[src/rtl/hazard_controller.sv]
// Stall/flush sequencer for the 5-stage core: load-use and JALR hazards in ID,
// redirect squash, and a start/done handshake with the multi-cycle FPU in EX.
module hazard_controller #(
    parameter int REGFILE_LEN = 6,
    parameter int FPU_TIMEOUT = 64,
    parameter int CNT_WIDTH   = 32
) (
    input  logic                   clk,
    input  logic                   rst,
    input  logic [REGFILE_LEN-1:0] id_rs1,
    input  logic [REGFILE_LEN-1:0] id_rs2,
    input  logic                   id_uses_rs1,
    input  logic                   id_uses_rs2,
    input  logic                   id_jalr,
    input  logic                   imm_pc,
    input  logic [REGFILE_LEN-1:0] ex_rd,
    input  logic                   ex_mem_read,
    input  logic                   ex_fpu_multi,
    input  logic [REGFILE_LEN-1:0] mem_rd,
    input  logic                   mem_mem_read,
    input  logic                   fpu_done,
    output logic                   fpu_start,
    output logic                   pc_stall,
    output logic                   if_id_stall,
    output logic                   id_ex_stall,
    output logic                   ex_mem_flush,
    output logic                   if_id_flush,
    output logic                   id_ex_flush,
    output logic                   fpu_busy,
    output logic                   fpu_error,
    output logic [CNT_WIDTH-1:0]   stall_cycles
);

    localparam int TO_W = (FPU_TIMEOUT > 1) ? $clog2(FPU_TIMEOUT) : 1;

    typedef enum logic {
        ST_RUN,
        ST_FPU_WAIT
    } state_t;

    state_t                 r_state;
    state_t                 w_next_state;
    logic [TO_W-1:0]        r_to_cnt;
    logic                   r_fpu_error;
    logic [CNT_WIDTH-1:0]   r_stall_cycles;

    logic w_lu;
    logic w_jl;
    logic w_timeout;
    logic w_release;

    // x0 is the only hardwired-zero index; FP registers (32-63) hazard normally.
    assign w_lu = ex_mem_read && (ex_rd != '0) &&
                  ((id_uses_rs1 && (id_rs1 == ex_rd)) ||
                   (id_uses_rs2 && (id_rs2 == ex_rd)));
    assign w_jl = id_jalr && mem_mem_read && (mem_rd != '0) && (mem_rd == id_rs1);

    assign w_timeout = (r_state == ST_FPU_WAIT) && !fpu_done &&
                       (r_to_cnt == TO_W'(FPU_TIMEOUT - 1));
    assign w_release = (r_state == ST_FPU_WAIT) && (fpu_done || w_timeout);

    // NOTE: sequential state uses non-blocking assignments so every flop samples pre-edge values.
    always_ff @(posedge clk) begin
        if (rst) begin
            r_state <= ST_RUN;
        end else begin
            r_state <= w_next_state;
        end
    end

    always_comb begin
        w_next_state = r_state;
        case (r_state)
            ST_RUN:      if (ex_fpu_multi) w_next_state = ST_FPU_WAIT;
            ST_FPU_WAIT: if (w_release)    w_next_state = ST_RUN;
        endcase
    end

    // NOTE: every output gets a default first so no latch is inferred on untaken paths.
    always_comb begin
        fpu_start    = 1'b0;
        pc_stall     = 1'b0;
        if_id_stall  = 1'b0;
        id_ex_stall  = 1'b0;
        ex_mem_flush = 1'b0;
        if_id_flush  = 1'b0;
        id_ex_flush  = 1'b0;
        fpu_busy     = 1'b0;
        if (!rst) begin
            fpu_busy = (r_state == ST_FPU_WAIT);
            case (r_state)
                ST_RUN: begin
                    if (ex_fpu_multi) begin
                        fpu_start    = 1'b1;
                        pc_stall     = 1'b1;
                        if_id_stall  = 1'b1;
                        id_ex_stall  = 1'b1;
                        ex_mem_flush = 1'b1;
                    end else if (w_lu || w_jl) begin
                        pc_stall    = 1'b1;
                        if_id_stall = 1'b1;
                        id_ex_flush = 1'b1;
                    end else if (imm_pc) begin
                        if_id_flush = 1'b1;
                    end
                end
                ST_FPU_WAIT: begin
                    // On release nothing is held: EX/MEM takes the result, ID/EX advances.
                    if (!w_release) begin
                        pc_stall     = 1'b1;
                        if_id_stall  = 1'b1;
                        id_ex_stall  = 1'b1;
                        ex_mem_flush = 1'b1;
                    end
                end
            endcase
        end
    end

    always_ff @(posedge clk) begin
        if (rst) begin
            r_to_cnt <= '0;
        end else if ((r_state == ST_RUN) && ex_fpu_multi) begin
            r_to_cnt <= '0;
        end else if ((r_state == ST_FPU_WAIT) && !fpu_done && !w_timeout) begin
            r_to_cnt <= r_to_cnt + TO_W'(1);
        end
    end

    always_ff @(posedge clk) begin
        if (rst) begin
            r_fpu_error <= 1'b0;
        end else if (w_timeout) begin
            r_fpu_error <= 1'b1;
        end
    end

    always_ff @(posedge clk) begin
        if (rst) begin
            r_stall_cycles <= '0;
        end else if (pc_stall && (r_stall_cycles != '1)) begin
            r_stall_cycles <= r_stall_cycles + CNT_WIDTH'(1);
        end
    end

    assign fpu_error    = r_fpu_error;
    assign stall_cycles = r_stall_cycles;

endmodule

[config.mk]
export PLATFORM = sky130hd
export DESIGN_NAME = hazard_controller
export DESIGN_NICKNAME = d
export VERILOG_FILES = /design/src/rtl/hazard_controller.sv
export SDC_FILE = /design/constraint.sdc
export NUM_CORES = 1
export LEC_CHECK = 0
export BUFFER_PORTS_ARGS = -buffer_cell sky130_fd_sc_hd__buf_2
export CORE_MARGIN = 2
export CORE_UTILIZATION = 57
export CTS_BUF_LIST = sky130_fd_sc_hd__clkbuf_4
export DETAILED_ROUTE_END_ITERATION = 8
export PLACE_DENSITY_LB_ADDON = 0.15
export REMOVE_ABC_BUFFERS = 1
export SYNTH_ARGS = -nofsm -noshare
export SYNTH_HDL_FRONTEND = slang
export SYNTH_SLANG_ARGS = --single-unit
[constraint.sdc]
create_clock -name clk -period 4.5 [get_ports clk]
set_clock_uncertainty 0.1 [all_clocks]
set_input_delay 0.9 -clock clk [delete_from_list [all_inputs] [get_ports clk]]
set_output_delay 0.9 -clock clk [all_outputs]
set_load 0.01 [all_outputs]
==> metrics.md <==
| Metric | Value |
|---|---|
| Status | `completed` |
| Dpl ws | `0.977 ns` |
| Mux cell area share after synthesis | `3.49%` |
| Resized Gates After CTS | `0` |
| Die footprint | `4880 um^2` |
| Drt via density | `6.03` |
| Pleak | `1.10 nW` |
| HP Class | `reg2reg` |
| FP Rows | `23` |
| EDFF count, synth | `0` |
| ANT cells | `0` |
| Asr flop ratio synth | `0%` |
| Post-Synth Adder-Cell Area | `1.01%` |
| H-tree lvl count | `2` |
| Core area | `4090 um^2` |
| Routed Antenna Nets | `0` |
| Post-synthesis cell type count | `39` |
| Worst setup SP type | `primary input` |
| Worst setup margin | `0.976 ns` |
| Setup Fix Bufs, Post-CTS | `0` |
| DRC | `0` |
| Largest net degree at the start of global routing | `58` |
| # IOs | `75` |
| Post-route cell area | `2910 um^2` |
| Syn. warnings | `0` |
| Total global routing overflow | `0` |
| HPWL Detailed | `4300 um` |
| VDD IR max | `0.189 mV` |
| Initial Utilization | `60.5%` |
| Final setup violation count | `0` |
| Placed Area | `2820 um^2` |
| Post-route insts no fill | `419` |
| RSZ-0062 raised after global routing | `no` |
| Share of cells above drive strength 1 | `26.0%` |
| Main combinational cell family by area after synthesis | `simple AND/OR/NAND/NOR gates` |
| Via count | `2525` |
| CP max FO | `3` |
| Max Buffers Root-to-Sink | `2` |
| Post-Syn Instances | `301` |
| Drt first pass iters | `4` |
| Vias in the first global route | `2283` |
| Die width | `69.8 um` |
| Clock-pin slew on the worst setup and hold paths | `0.12 ns` |
| Layout overhead on the synthesized area | `17.6%` |
| Number of hold buffers added after cts | `0` |
| CTS buffer count | `5` |
| Final nets | `404` |
| CTS tree | `yes` |
| Number of buffers added on ports | `74` |
| Worst-Margin Slew | `0.715 ns` |
| Mapped Area | `2470 um^2` |
| GRT Util Overall | `25.3%` |
| Iteration-0 DRC Markers | `142` |
| Initial antenna violation count | `0` |
| R2R cell count | `7` |
| Predominant post-synthesis flop cell | `dfxtp_1` |
| Pwr dens | `246 nW/um^2` |
| Drt total wl | `6040 um` |
| Critical Path RT | `3.50 ns` |
| Dpl cells | `411` |
| Seq/Total Area, Yosys | `32.4%` |
| Post-synthesis simple-gate area fraction | `33.9%` |
| Fmax | `284 MHz` |
| Fin crit period | `3.52 ns` |
| Number of max-cap violations | `0` |
| Synth Area in Compound Gates | `16.3%` |
| Clk_lat worst skew | `0.37 ns` |
| Critical Path AT | `2.52 ns` |
| Critical path type | `in2out` |
| Crit end category | `output pin` |
| Syn Area/Cell | `8.21 um^2` |
| First-pass GRT wire length | `10300 um` |
| Fin crit share | `78.3%` |
| WL/cell | `14.4 um` |
| Slew margin rel. | `51.9%` |
| Slew Viols, Final | `0` |
| Routability Congestion | `0.818` |
| Synth Area in XOR/XNOR | `7.44%` |
| Synth Register Bits | `40` |
| Root Driver | `clkbuf_4` |
| Hold Violations, Final | `0` |
| Height of the chip | `69.8 um` |
| CTS Sinks | `40` |
| Hold Path Depth | `2` |
==> layer usage <==
metal  global-route usage, %  wire length (um)  vias to the layer above
met1                    30.9              2660                     1186
met4                    6.20                61                        0
met2                    45.4              3010                       70
met5                       0                 0                        -
li1                        -                 -                     1263
met3                    4.94               305                        6
==> layout make-up <==
class	instances	area (um^2)
clock inverter	3	46.3
sequential	40	801
timing repair buffer	79	408
multi-input combinational	238	1540
inverter	4	15.0
fill	340	1180
clock buffer	5	37.5
tap	50	62.6
==> logic make-up (layout without fill, tap and decap cells) <==
logic type	after synthesis	after routing
fa+ha+maj	2	2
flops	40	40
simple gates	148	148
compound gates	60	60
xor+xnor	21	21
mux	7	7
buf+inv	23	91
==> through the flow <==
step / hold WS [ns] / utilization (%) / setup TNS, ns / power, W
2_1_floorplan: 0.354 / - / -0.0246 / 0.000423
3_3_place_gp: 0.350 / 69.0 / 0 / 0.000467
3_5_place_dp: 0.360 / 69.0 / 0 / 0.000470
4_1_cts: 0.389 / 71.1 / 0 / 0.000718
5_1_grt: 0.440 / 71.1 / 0 / 0.000741
6_report: 0.389 / 71.1 / 0 / 0.000715
==> synthesized netlist by cell type (9+ instances only) <==
master	number	share of area [%]
o21ai_0	9	1.8
nand2_1	25	3.8
clkbuf_1	10	1.5
dfxtp_1	40	32
o31ai_1	9	2.7
nor2_1	21	3.2
xnor2_1	17	6.0
nand4_1	17	4.3
nand3_1	22	4.5
nor4_1	9	2.3
a21oi_1	23	4.7
or4_1	12	3.6
or3_1	10	2.5
==> registers in the layout (all words and copies together) (netlist names) <==
register,flops
stall_cycles,32
r_to_cnt,6
fpu_error,1
r_state,1
==> power by group <==
group | switching, W | total (W) | internal, W
clock network | 0.000134 | 0.000252 | 0.000119
registers | 0.00000754 | 0.000366 | 0.000359
logic | 0.0000577 | 0.0000960 | 0.0000383
total | 0.000199 | 0.000715 | 0.000516
==> critical path, cell delays in order <==
cell       delay, ns
buf_2           0.12
or4_1           0.53
o31a_1          0.30
a2111oi_4       0.42
nor2_1          0.09
buf_2           0.15
==> cells in the final DEF, fill, tap and decap left out, types with 4 or more instances in the layout <==
master    synthesis  final
nor4_1            9      9
buf_2             0     74
a21oi_1          23     23
o21a_1            4      4
xnor2_1          17     17
o31ai_1           9      9
xor2_1            4      4
nand3_1          22     22
nor2_1           21     21
or4_1            12     12
dfxtp_1          40     40
nand2_1          25     25
nor2b_1           6      6
o31a_1            5      5
buf_4             3      5
clkbuf_4          0      5
nand4_1          17     17
o21ai_0           9      9
and3_1            7      7
or3_1            10     10
inv_1             4      4
nor3_1            7      7
==> worst paths after layout <==
| check | start | to | slack, ns |
|---|---|---|---|
| max | ex_rd[0] | pc_stall | 0.98 |
| min | r_to_cnt[1]$_SDFFE_PP0P_ | r_to_cnt[1]$_SDFFE_PP0P_ | 0.39 |
| max reg2reg | r_to_cnt[0]$_SDFFE_PP0P_ | stall_cycles[15]$_SDFFE_PP0P_ | 1.64 |
| min reg2reg | r_to_cnt[1]$_SDFFE_PP0P_ | r_to_cnt[1]$_SDFFE_PP0P_ | 0.39 |
(Power assumes the default switching activity.)
